$ cat config.mk
export PLATFORM = sky130hd
export DESIGN_NAME = lfsr_rng
export DESIGN_NICKNAME = d
export VERILOG_FILES = /design/src/rtl/lfsr_pkg.sv /design/src/rtl/lfsr_core.sv /design/src/rtl/lfsr_rng.sv
export SDC_FILE = /design/constraint.sdc
export NUM_CORES = 1
export LEC_CHECK = 0
export BUFFER_PORTS_ARGS = -buffer_cell sky130_fd_sc_hd__buf_2
export CORE_MARGIN = 2
export CORE_UTILIZATION = 39
export CTS_CLUSTER_DIAMETER = 100
export DETAILED_ROUTE_END_ITERATION = 10
export PLACE_DENSITY = 0.55
export SLEW_MARGIN = 10
export SYNTH_ARGS = -nofsm -noshare
export SYNTH_HDL_FRONTEND = slang
export SYNTH_HIERARCHICAL = 1
export SYNTH_SLANG_ARGS = --single-unit
export TNS_END_PERCENT = 5
$ cat constraint.sdc
create_clock -name i_Clk -period 6.75 [get_ports i_Clk]
set_input_delay 0.3375 -clock i_Clk [delete_from_list [all_inputs] [get_ports i_Clk]]
set_output_delay 0.3375 -clock i_Clk [all_outputs]
set_load 0.05 [all_outputs]
$ cat src/rtl/lfsr_pkg.sv
// Shared definitions for the LFSR random-number block: tap table, FSM encoding, lockup constant.
// Pure constants and functions; no timing or flow-control behaviour of its own.
package lfsr_pkg;

    localparam logic [1:0] ST_IDLE   = 2'd0;
    localparam logic [1:0] ST_SAMPLE = 2'd1;
    localparam logic [1:0] ST_DONE   = 2'd2;

    function automatic logic [31:0] tap_bit(input int b);
        return 32'd1 << (b - 1);
    endfunction

    // Maximal-length XNOR taps, 1-based bit numbers; every entry has an even tap count.
    function automatic logic [31:0] lfsr_taps(input int n);
        case (n)
            3:  return tap_bit(3)  | tap_bit(2);
            4:  return tap_bit(4)  | tap_bit(3);
            5:  return tap_bit(5)  | tap_bit(3);
            6:  return tap_bit(6)  | tap_bit(5);
            7:  return tap_bit(7)  | tap_bit(6);
            8:  return tap_bit(8)  | tap_bit(6)  | tap_bit(5)  | tap_bit(4);
            9:  return tap_bit(9)  | tap_bit(5);
            10: return tap_bit(10) | tap_bit(7);
            11: return tap_bit(11) | tap_bit(9);
            12: return tap_bit(12) | tap_bit(6)  | tap_bit(4)  | tap_bit(1);
            13: return tap_bit(13) | tap_bit(4)  | tap_bit(3)  | tap_bit(1);
            14: return tap_bit(14) | tap_bit(5)  | tap_bit(3)  | tap_bit(1);
            15: return tap_bit(15) | tap_bit(14);
            16: return tap_bit(16) | tap_bit(15) | tap_bit(13) | tap_bit(4);
            17: return tap_bit(17) | tap_bit(14);
            18: return tap_bit(18) | tap_bit(11);
            19: return tap_bit(19) | tap_bit(6)  | tap_bit(2)  | tap_bit(1);
            20: return tap_bit(20) | tap_bit(17);
            21: return tap_bit(21) | tap_bit(19);
            22: return tap_bit(22) | tap_bit(21);
            23: return tap_bit(23) | tap_bit(18);
            24: return tap_bit(24) | tap_bit(23) | tap_bit(22) | tap_bit(17);
            25: return tap_bit(25) | tap_bit(22);
            26: return tap_bit(26) | tap_bit(6)  | tap_bit(2)  | tap_bit(1);
            27: return tap_bit(27) | tap_bit(5)  | tap_bit(2)  | tap_bit(1);
            28: return tap_bit(28) | tap_bit(25);
            29: return tap_bit(29) | tap_bit(27);
            30: return tap_bit(30) | tap_bit(6)  | tap_bit(4)  | tap_bit(1);
            31: return tap_bit(31) | tap_bit(28);
            32: return tap_bit(32) | tap_bit(22) | tap_bit(2)  | tap_bit(1);
            default: return 32'd0;
        endcase
    endfunction

    // All-ones is the state an XNOR LFSR can never leave.
    function automatic logic [31:0] lockup_value(input int n);
        return 32'hFFFF_FFFF >> (32 - n);
    endfunction

endpackage

$ cat src/rtl/lfsr_core.sv
// Fibonacci XNOR LFSR with seed load; a lockup seed is replaced by all-zeros.
// One step per cycle when step is high, seed_load has priority; no backpressure.
module lfsr_core
    import lfsr_pkg::*;
#(
    parameter int NUM_BITS = 10
) (
    input  logic                clk,
    input  logic                rst,
    input  logic                step,
    input  logic                seed_load,
    input  logic [NUM_BITS-1:0] seed,
    output logic [NUM_BITS-1:0] state
);

    localparam logic [31:0]         TAPS_FULL   = lfsr_taps(NUM_BITS);
    localparam logic [31:0]         LOCKUP_FULL = lockup_value(NUM_BITS);
    localparam logic [NUM_BITS-1:0] TAP_MASK    = TAPS_FULL[NUM_BITS-1:0];
    localparam logic [NUM_BITS-1:0] LOCKUP      = LOCKUP_FULL[NUM_BITS-1:0];

    logic feedback;

    // Even tap count, so chained XNOR reduces to inverted parity of the tapped bits.
    assign feedback = ~^(state & TAP_MASK);

    always_ff @(posedge clk or posedge rst) begin
        if (rst) begin
            state <= '0;
        end else if (seed_load) begin
            state <= (seed == LOCKUP) ? '0 : seed;
        end else if (step) begin
            state <= {state[NUM_BITS-2:0], feedback};
        end
    end

endmodule

$ cat src/rtl/lfsr_rng.sv
// Free-running LFSR plus rejection-sampled ranged output [0, i_Range).
// Request to o_Valid in 2..MAX_TRIES+1 cycles; requests outside IDLE are dropped.
module lfsr_rng
    import lfsr_pkg::*;
#(
    parameter int NUM_BITS  = 10,
    parameter int OUT_BITS  = 8,
    parameter int MAX_TRIES = 4
) (
    input  logic                i_Clk,
    input  logic                i_Rst,
    input  logic                i_Enable,
    input  logic                i_Seed_Load,
    input  logic [NUM_BITS-1:0] i_Seed,
    input  logic                i_Req,
    input  logic [OUT_BITS-1:0] i_Range,
    output logic [NUM_BITS-1:0] o_LFSR_Data,
    output logic                o_Busy,
    output logic                o_Valid,
    output logic [OUT_BITS-1:0] o_Value
);

    localparam logic [3:0] TRY_LAST = 4'(MAX_TRIES - 1);

    logic [1:0]          state_q;
    logic [OUT_BITS-1:0] range_q;
    logic [OUT_BITS-1:0] mask_q;
    logic [OUT_BITS-1:0] value_q;
    logic [3:0]          tries_q;
    logic                valid_q;
    logic [NUM_BITS-1:0] lfsr_state;
    logic [OUT_BITS-1:0] cand;
    logic [OUT_BITS-1:0] range_m1;
    logic [OUT_BITS-1:0] mask_next;
    logic                core_step;

    assign core_step = (state_q == ST_SAMPLE) | i_Enable;

    lfsr_core #(
        .NUM_BITS (NUM_BITS)
    ) u_core (
        .clk       (i_Clk),
        .rst       (i_Rst),
        .step      (core_step),
        .seed_load (i_Seed_Load),
        .seed      (i_Seed),
        .state     (lfsr_state)
    );

    assign cand     = lfsr_state[OUT_BITS-1:0] & mask_q;
    assign range_m1 = i_Range - OUT_BITS'(1);

    // Smallest 2^k-1 covering range-1: set every bit at or below the top set bit.
    always_comb begin
        mask_next = '0;
        for (int i = 0; i < OUT_BITS; i++) begin
            mask_next[i] = ((range_m1 >> i) != '0);
        end
    end

    always_ff @(posedge i_Clk or posedge i_Rst) begin
        if (i_Rst) begin
            state_q <= ST_IDLE;
            range_q <= '0;
            mask_q  <= '0;
            tries_q <= '0;
            value_q <= '0;
            valid_q <= 1'b0;
        end else begin
            valid_q <= 1'b0;
            case (state_q)
                ST_IDLE: begin
                    if (i_Req) begin
                        range_q <= i_Range;
                        mask_q  <= mask_next;
                        tries_q <= '0;
                        state_q <= (i_Range <= OUT_BITS'(1)) ? ST_DONE : ST_SAMPLE;
                    end
                end
                ST_SAMPLE: begin
                    if (cand < range_q) begin
                        value_q <= cand;
                        valid_q <= 1'b1;
                        state_q <= ST_DONE;
                    end else if (tries_q == TRY_LAST) begin
                        value_q <= cand - range_q;
                        valid_q <= 1'b1;
                        state_q <= ST_DONE;
                    end else begin
                        tries_q <= tries_q + 4'd1;
                    end
                end
                ST_DONE: begin
                    // Trivial ranges arrive here with nothing captured; their zero result pulses on exit.
                    if (!valid_q) begin
                        value_q <= '0;
                        valid_q <= 1'b1;
                    end
                    state_q <= ST_IDLE;
                end
                default: state_q <= ST_IDLE;
            endcase
        end
    end

    assign o_LFSR_Data = lfsr_state;
    assign o_Busy      = (state_q == ST_SAMPLE);
    assign o_Valid     = valid_q;
    assign o_Value     = value_q;

endmodule

=== Word level (Yosys, flattened, before mapping) ===
Index checks and enable logic that the tools add are counted.

* Flip-flop bits (word level): 41
* Input port bits: 23
* Output and inout bits: 20
* Word-level logic and storage cells: 59

* Add/sub/neg operators: 3
* $lt $le $gt $ge: 2
* Equality and inequality tests: 9
* Mux-type cells: 20
* Bitwise operators: 2
* Reduce and logical (&&, ||, !) cells: 16

{| class="wikitable"
|+ Operators by type and width
! operator !! count
|-
| $reduce_bool 8->1 || 7
|-
| $mux 10 || 3
|-
| $mux 8 || 3
|-
| $pmux 8 s2 || 1
|-
| $mux 4 || 3
|-
| $eq 10x10->1 const B || 1
|-
| $reduce_xnor 10->1 || 1
|-
| $and 8x8->8 || 1
|-
| $le 8x1->1 const B || 1
|-
| $lt 8x8->1 || 1
|-
| $mux 2 || 4
|-
| $ne 2x2->1 const B || 4
|-
| $pmux 4 s2 || 1
|-
| $sub 8x1->8 const B || 1
|-
| $sub 8x8->8 || 1
|-
| $reduce_bool 2->1 || 3
|-
| $add 4x1->4 const B || 1
|-
| $eq 4x2->1 const B || 1
|-
| $pmux 2 s2 || 1
|-
| $reduce_and 2->1 || 2
|-
| $reduce_and 4->1 || 1
|-
| $mux 1 || 3
|-
| $ne 3x1->1 const B || 1
|-
| $reduce_and 3->1 || 1
|-
| 5 further kinds || 5
|}

=== Depth between registers and ports, before layout ===
Gate-level depths: netlist (run 1).

* Word-level depth: 5
* Gate-level depth with buffers: 11
* Depth with buffers taken out: 10

=== Hierarchy ===
Netlist (run 1), hierarchy kept.

{| class="wikitable"
|+ Modules (own cells, without submodules)
! module !! instances !! cells an instance !! area each (um2) !! seq. area each (um2)
|-
| lfsr_rng || 1 || 227 || 2031.9 || 775.7
|-
| lfsr_core || 1 || 49 || 530.5 || 250.2
|}

=== Worst setup path before layout (run 1) ===
OpenSTA, ideal clock, no wires.

* Path kind: register to register
* Start point: register u_core.state[0]
* End point: register value_q[0] (netlist: o_Value[0])
* Setup time: 0.126 ns
* Arrival time: 2.657 ns
* Required time: 6.624 ns
* Path slack: 3.967 ns
* Stages on the path, launching flop included: 11
* Buffers on the path: 1
* Period minus slack after synthesis: 2.783 ns
* Cell sequence: dfrtp_1 -> nand2_1 -> ha_1 -> inv_1 -> fa_1 -> a211oi_2 -> nor3_1 -> o31a_1 -> or2_0 -> buf_6 -> a221o_1

* Longest elaborated chain between the ends: 5
* Elaborated cells on any way between the ends: 8
* Classes of those cells: add/sub: 1; order compare: 1; eq/ne: 1; mux: 3; bitwise: 1; reduce/logical: 1

{| class="wikitable"
|+ RTL lines
! what !! RTL line !! source
|-
| start: declaration || lfsr_core.sv:13 || <nowiki>output logic [NUM_BITS-1:0] state</nowiki>
|-
| start signal: assignment || lfsr_core.sv:30 || <nowiki>state <= (seed == LOCKUP) ? '0 : seed;</nowiki>
|-
| start signal: assignment || lfsr_core.sv:32 || <nowiki>state <= {state[NUM_BITS-2:0], feedback};</nowiki>
|-
| $and 8x8->8 * || lfsr_rng.sv:50 || <nowiki>assign cand = lfsr_state[OUT_BITS-1:0] & mask_q;</nowiki>
|-
| $sub 8x8->8 || lfsr_rng.sv:86 || <nowiki>value_q <= cand - range_q;</nowiki>
|-
| $mux 8 || lfsr_rng.sv:85 || <nowiki>end else if (tries_q == TRY_LAST) begin</nowiki>
|-
| $mux 8 || lfsr_rng.sv:81 || <nowiki>if (cand < range_q) begin</nowiki>
|-
| $pmux 8 s2 || lfsr_rng.sv:71 || <nowiki>case (state_q)</nowiki>
|-
| end signal: assignment || lfsr_rng.sv:82 || <nowiki>value_q <= cand;</nowiki>
|-
| end signal: assignment || lfsr_rng.sv:86 ||
|-
| end: declaration || lfsr_rng.sv:28 || <nowiki>logic [OUT_BITS-1:0] value_q;</nowiki>
|}

Mark *: on every way between the ends. The rest lies on a longest branch, timed or not. The select of a mux whose other input is x is not followed.
A chain may end at the register's enable or synchronous reset.

=== Worst setup path in the final report (run 1) ===
* Start point: register u_core.state[0]
* End point: register value_q[7] (netlist: o_Value[7])

Same word-level chain as after synthesis.

==> summary.md, run 1 <==
| Metric | Value |
|---|---|
| Status | `completed` |
| Avg Cell Area, Syn | `a little over 9 µm²` |
| Setup_tns | `0 ns` |
| Slowest CP cell | `fa_1` |
| Slew margin rel. | `between 50% and 60%` |
| Final core area utilization | `~46%` |
| Vias in the first global route | `2,052` |
| # port buffers | `42` |
| CTS tree | `built` |
| Cells along the critical path | `nand2_1, ha_1, inv_1, fa_1, a211oi_2, nor3_1, o31a_1, nor2_4, o22ai_2, a221o_1` |
| Global-route wire length before repair | `10,100 µm` |
| Vias per inst | `~5.4` |
| Drt drc | `0` |
| Sequential area share after synthesis | `roughly two fifths` |
| CTS Buf Count | `5` |
| Tmin final | `between 2 and 3 ns` |
| Buf/Inv on CP | `1` |
| I/O pin count | `43` |
| R2R depth | `10` |
| Post-synth design cell area | `2562 µm²` |
| Post-Place Setup Slack | `3.850 ns` |
| Power Density | `418.4 nW/µm²` |
| CP required | `about 6.9 ns` |
| Starting Density | `just over 40%` |
| Row Count | `29` |
| Post-route ant nets | `0` |
| CP Depth | `10` |
| Routed via count | `~2,100` |
| Leak | `approximately 1.4 nW` |
| Async SR Flop Fraction | `100.0%` |
| Flops & latches, synth | `41` |
| Hold WC Path Type | `input port to asynchronous set/reset pin` |
| Fin. Hold Viols | `0` |
| Clock Tree Root | `clkbuf_8` |
| Overall Global Routing Usage | `about 18%` |
| Clock Path Buffers | `2` |
| Detailed Place HPWL | `between 4000 and 5000 µm` |
| Post-Syn Instances | `between 200 and 300` |
| DR pass1 iterations | `4` |
| Post CTS Setup Buffer Count | `0` |
| Layout Skew | `0.009883 ns` |
| Worst Tran Pin Value | `0.6404 ns` |
| Synthesis Warnings | `6` |
| Crit Path Category | `register to register` |
| Initial antenna violation count | `0` |
| Main flop type after synthesis | `dfrtp_1` |
| Resized cells post-CTS | `0` |
| Crit. End Element | `register` |
| H-tree lvl count | `2` |
| FMAX | `roughly 350 MHz` |
| Clk slew on worst S/H paths | `0.08 ns` |
| # diodes | `0` |
| CP delay by family, top | `compound AO/OA/AOI/OAI gates` |
| Core area | `roughly 6300 µm²` |
| Max-slew violations | `0` |
| Fin crit share | `between 40% and 50%` |
| Chip Height | `85.06 µm` |
| Area growth, synth to finish | `14.26%` |
| Detailed Route Iter0 Violations | `roughly 110` |
| Max cap viols | `0` |
| # hold bufs at CTS | `0` |
| Worst stage delay on the critical path | `about 0.43 ns` |
| Final worst setup slack | `between 3 and 4 ns` |
| Die Width | `85.06 µm` |
| Clock Latency Late Sink | `roughly 0.29 ns` |
| Library cells used by synthesis | `50` |
| Startpoint types | `register` |
| Share of cells above drive strength 1 | `18.99%` |
| RSZ-0062 raised after global routing | `false` |
| Largest net degree at the start of global routing | `32` |
| Peak VDD IR | `about 0.00020 V` |
| Number of synthesized flops with an enable pin | `0` |
| Placer congestion estimate | `about 0.85` |
| Tot Pwr | `about 0.0012 W` |
| Synthesized net count | `roughly 320` |
| Drt total wl | `just under 6000 µm` |
| Grt total ovfl | `0` |
| Arr. time, crit path | `around 3.1 ns` |
| Die Area | `7235 µm²` |
| Fin nets | `355` |
| Endpoints failing setup | `0` |
| Worst-path fanout max | `14` |
| TritonCTS Sinks | `41` |
| Drt wl/cell | `between 10 and 15 µm` |
-- routing by layer --
metal  part of all wire, %  GRT usage, %  routed length [µm]
met2                    46         27.84                2685
met3                   4.3         3.891                 251
met5                     0             0                   0
met1                    48         24.15                2838
met4                   1.3         5.195                  76
-- report_power, final --
| part | internal, W | switching, W | leakage (nW) | total [W] |
|---|---|---|---|---|
| clock | 0.000108 | 0.0000849 | 0.0540 | 0.000192 |
| combinational | 0.000238 | 0.000433 | 0.868 | 0.000670 |
| sequential | 0.000321 | 0.0000408 | 0.505 | 0.000362 |
| total | 0.000667 | 0.000558 | 1.43 | 0.00123 |
-- worst register-to-register path, delay by kind of cell (launching register included) --
family / cells / cell delay [ns]
AOI/OAI and AO/OA: 4 / 1.21
adders and majority gates: 2 / 0.61
DFF: 1 / 0.42
buffers and inverters: 1 / 0.05
and+or+nand+nor: 3 / 0.48
-- cells in the final DEF (no fill, tap or decap), types with 3 or more instances in the layout --
cell and count:
buf_2 42, dfrtp_1 41, nand2_1 33, inv_1 19, nor2_1 17, o21ai_0 15
ha_1 15, and3_1 11, a21oi_1 10, a221o_1 10, o22ai_1 10, mux2i_1 10
and2_1 9, xnor2_1 9, nor3_1 7, a31oi_1 5, nor2b_1 5, clkbuf_8 5
o21ai_1 3, a211oi_1 3
-- logic make-up (layout without fill, tap and decap cells) --
family | after synthesis | count (layout) | synth area share (%)
AOI/OAI and AO/OA | 72 | 72 | 19.58
xor gates and xnor gates | 10 | 10 | 3.418
adders and majority gates | 16 | 16 | 8.105
buffers and inverters | 29 | 69 | 4.834
DFF | 41 | 41 | 40.04
muxes | 10 | 10 | 3.906
and+or+nand+nor | 98 | 98 | 20.12
-- cells in the mapped netlist (2+ instances only) --
cell	count	area, µm²
dfrtp_1	41	1026
nand2_1	33	123.9
inv_1	19	71.32
nor2_1	17	63.81
ha_1	15	187.7
o21ai_0	15	75.07
and3_1	11	68.82
a21oi_1	10	50.05
a221o_1	10	100.1
mux2i_1	10	100.1
o22ai_1	10	62.56
and2_1	9	56.30
xnor2_1	9	78.83
clkbuf_1	7	26.28
nor3_1	7	35.03
a31oi_1	5	31.28
nor2b_1	5	31.28
a211oi_1	3	22.52
o21ai_1	3	15.01
a2bb2oi_1	2	17.52
buf_4	2	15.01
nand2b_1	2	12.51
nand3_1	2	10.01
o21a_1	2	15.01
o22ai_2	2	25.02
-- cell type report --
type	instances	area (µm²)
clock buffers	5	68.82
clock inverters	2	35.03
fillers	598	3422
inverters	19	71.32
multi-input cells	206	1413
flip-flops and latches	41	1026
well taps	77	96.34
repair buffers	43	217.7
-- worst paths after layout --
check                                            start                          end  slack, ns
max reg2reg                u_core/state[0]$_DFFE_PP0P_       o_Value[7]$_DFFE_PP0P_       3.86
min                                              i_Rst  u_core/state[9]$_DFFE_PP0P_       0.02
min in group i_Clk                           i_Seed[5]  u_core/state[5]$_DFFE_PP0P_       0.29
max in group asynchronous                        i_Rst       o_Value[3]$_DFFE_PP0P_       6.33
min reg2reg                      mask_q[3]$_DFFE_PP0P_        mask_q[3]$_DFFE_PP0P_       0.48
max                        u_core/state[0]$_DFFE_PP0P_       o_Value[7]$_DFFE_PP0P_       3.86
-- sequential cells by signal, summed over array words and instances (netlist names) --
| register | cells |
|---|---|
| o_Valid | 1 |
| mask_q | 8 |
| o_Value | 8 |
| state_q | 2 |
| u_core/state | 10 |
| range_q | 8 |
| tries_q | 4 |
-- stage by stage --
stage	hold slack, ns	instances	instance area (µm²)
after global placement	0.3492	386	2824
after detailed placement	0.3516	386	2824
after floorplan	0.1777	276	2562
final	0.01647	393	2928
after global routing	0.04219	393	2928
after CTS	0.01976	393	2928
(Power assumes the default switching activity.)
==> run 2, diff against run 1 <==
==> constraint.sdc (replaced) <==
create_clock -name i_Clk -period 2.7 [get_ports i_Clk]
set_input_delay 0.135 -clock i_Clk [delete_from_list [all_inputs] [get_ports i_Clk]]
set_output_delay 0.135 -clock i_Clk [all_outputs]
set_load 0.05 [all_outputs]
==> run 2 against run 1 <==
Design area is 3.5% higher. Worst hold slack improved by 0.069 ns. Final cell count up 2.5%. Global-route usage is essentially flat. Via count is 1.0% higher. Sequential share of layout area down 1.2 points. Core utilization increased by 1.6 points. Count of clock-buffer cells in the layout is the same. Sequential power rose to 2.5 times the previous value. Clock power rose to 2.7 times the previous value. Die area stayed put.
==> summary.md, run 2 (synthesized netlist as in run 1, its figures left out) <==
| Metric | Value |
|---|---|
| Status | `completed (unchanged)` |
| Startpoint types | `register (unchanged)` |
| Power Density | `1076 nW/µm² (was 418.4 nW/µm²)` |
| Met3 wire len | `260 µm (was 251 µm)` |
| Hold WC Path Type | `input port to register (was input port to asynchronous set/reset pin)` |
| Clock power frac | `15.6% (was 15.7%)` |
| Leak | `1.472 nW (was 1.427 nW)` |
| WL met1 | `2784 µm (was 2838 µm)` |
| Max cap viols | `0 (unchanged)` |
| FMAX | `389.0 MHz (was 346.1 MHz)` |
| Detailed Route Iter0 Violations | `124 (was 111)` |
| Row Count | `29 (unchanged)` |
| Core area | `6350 µm² (unchanged)` |
| Final core area utilization | `47.74% (was 46.11%)` |
| Fin. Hold Viols | `0 (unchanged)` |
| Area growth, synth to finish | `18.31% (was 14.26%)` |
| DR pass1 iterations | `4 (unchanged)` |
| Arr. time, crit path | `2.76 ns (was 3.06 ns)` |
| Routed via count | `2,124 (was 2,103)` |
| I/O pin count | `43 (unchanged)` |
| CP required | `2.89 ns (was 6.92 ns)` |
| Hold_sp | `i_Seed[4]` |
| Reg with most FFs | `u_core/state (unchanged)` |
| WL met2 | `2904 µm (was 2685 µm)` |
| Drt drc | `0 (unchanged)` |
| Sw Share | `44.92% (was 45.57%)` |
| Tmin final | `2.571 ns (was 2.889 ns)` |
| Slew margin rel. | `55.44% (was 57.31%)` |
| Worst-path fanout max | `8 (was 14)` |
| Die Width | `85.06 µm (unchanged)` |
| Worst Tran Pin Value | `0.6676 ns (was 0.6404 ns)` |
| Placer congestion estimate | `0.8611 (was 0.8518)` |
| Share of cells above drive strength 1 | `22.70% (was 18.99%)` |
| Internal power | `0.001797 W (was 0.0006668 W)` |
| Initial antenna violation count | `0 (unchanged)` |
| Reg2Reg Launch Point | `u_core/state[0]$_DFFE_PP0P_ (unchanged)` |
| H-tree lvl count | `2 (unchanged)` |
| Seq pwr share | `27.9% (was 29.6%)` |
| Vias in the first global route | `2,015 (was 2,052)` |
| WHS Path Cells | `3` |
| R2R depth | `10 (unchanged)` |
| Vias per inst | `5.270 (was 5.351)` |
| Endpoint, Worst Hold | `u_core/state[4]$_DFFE_PP0P_` |
| Overall Global Routing Usage | `17.53% (was 17.58%)` |
| Crit Path Category | `register to register (unchanged)` |
| Psw | `0.001466 W (was 0.0005583 W)` |
| Global-route wire length before repair | `10,050 µm (was 10,100 µm)` |
| Layout Skew | `0.006996 ns (was 0.009883 ns)` |
| Combinational share of power | `56.5% (was 54.7%)` |
| CTS Buf Count | `5 (unchanged)` |
| Die Area | `7235 µm² (unchanged)` |
| Clock Path Buffers | `2 (unchanged)` |
| TritonCTS Sinks | `41 (unchanged)` |
| Drt total wl | `6020 µm (was 5852 µm)` |
| Highest Signal Layer | `met4 (unchanged)` |
| Fin nets | `364 (was 355)` |
| Max-slew violations | `0 (unchanged)` |
| Clock Latency Late Sink | `0.30 ns (was 0.29 ns)` |
| Detailed Place HPWL | `4767 µm (was 4538 µm)` |
| Drt wl/cell | `14.94 µm (was 14.89 µm)` |
| Endpoints failing setup | `0 (unchanged)` |
| Largest net degree at the start of global routing | `21 (was 32)` |
| # port buffers | `42 (unchanged)` |
| Fin crit share | `95.21% (was 42.80%)` |
| Post-route ant nets | `0 (unchanged)` |
| Max reg flops | `10 (unchanged)` |
| # diodes | `0 (unchanged)` |
| Tot Pwr | `0.003263 W (was 0.001225 W)` |
| Reg-to-Reg End | `o_Value[3]$_DFFE_PP0P_ (was o_Value[7]$_DFFE_PP0P_)` |
| Clk slew on worst S/H paths | `0.09 ns (was 0.08 ns)` |
| Crit. End Element | `register (unchanged)` |
| Most frequent cells in the layout | `buf_2, dfrtp_1, nand2_1 (unchanged)` |
| Grt total ovfl | `0 (unchanged)` |
| FF-to-FF setup slack | `0.13 ns (was 3.86 ns)` |
| Peak VDD IR | `0.0005643 V (was 0.0002032 V)` |
| Final worst setup slack | `0.1293 ns (was 3.861 ns)` |
| Commonest non-fill, non-tap cell in the layout | `buf_2 (unchanged)` |
| CTS tree | `built (unchanged)` |
| RSZ-0062 raised after global routing | `false (unchanged)` |
| Clock Tree Root | `clkbuf_8 (unchanged)` |
| Starting Density | `40.35% (unchanged)` |
| Chip Height | `85.06 µm (unchanged)` |
| Post-Place Setup Slack | `-0.08301 ns (was 3.850 ns)` |
run 2: how the worst max path moves through the flow:
stage | startpoint | to | cells past startpoint
after CTS | u_core/state[0]$_DFFE_PP0P_ | o_Value[3]$_DFFE_PP0P_ | 10
after global placement | u_core/state[0]$_DFFE_PP0P_ | o_Value[2]$_DFFE_PP0P_ | 9
after global routing | u_core/state[0]$_DFFE_PP0P_ | o_Value[5]$_DFFE_PP0P_ | 10
after floorplan | u_core/state[1]$_DFFE_PP0P_ | o_Value[0]$_DFFE_PP0P_ | 8
after detailed placement | u_core/state[0]$_DFFE_PP0P_ | o_Value[0]$_DFFE_PP0P_ | 9
final | u_core/state[0]$_DFFE_PP0P_ | o_Value[3]$_DFFE_PP0P_ | 10
run 2: final cells by class:
type / instances / area [µm²]
Clock buffer: 5 / 68.82
Clock inverter: 3 / 46.29
Fill cell: 613 / 3318
Inverter: 19 / 71.32
Multi-Input combinational cell: 206 / 1430
Sequential cell: 41 / 1027
Tap cell: 77 / 96.34
Timing Repair Buffer: 52 / 291.5
run 2: worst max-delay path: stages (launching register included):
cell      delay (ns)
dfrtp_2         0.43
nand2_2         0.10
ha_2            0.18
inv_1           0.05
fa_2            0.37
a211oi_2        0.25
nor3_1          0.08
o31a_1          0.28
nor2_4          0.20
o22ai_4         0.14
a221o_1         0.37
run 2: stage by stage:
step	setup TNS (ns)	instances	instance area, µm²	hold slack [ns]
finish	0	403	3032	0.08562
global route	0	403	3032	0.09456
CTS	-0.006049	402	3005	0.06815
detailed placement	-0.3206	393	2878	0.1490
global placement	-0.03736	393	2878	0.1414
floorplan	0	276	2564	-0.02489
run 2: repair_timing:
item | 4_1_cts | 5_1_grt
pin swaps | 0 | 4
resized for setup | 2 | 5
hold endpoints to repair | 24 | 0
buffers inserted | 0 | 1
setup endpoints to repair | 6 | 12
hold buffers | 1 | 0
run 2: power groups by stage:
stage	Combinational, W	Sequential, W	Clock, W
floorplan	0.00113	0.00116	0
detailed placement	0.00177	0.000924	0
global placement	0.00177	0.000919	0
global route	0.00205	0.000935	0.000549
finish	0.00184	0.000910	0.000509
CTS	0.00180	0.000912	0.000527
run 2: per-layer routing:
| metal | GRT usage (%) | vias to the layer above |
|---|---|---|
| met5 | 0 | - |
| met4 | 5.051 | 0 |
| met3 | 3.405 | 7 |
| met2 | 29.19 | 47 |
| met1 | 23.24 | 985 |
| li1 | - | 1085 |
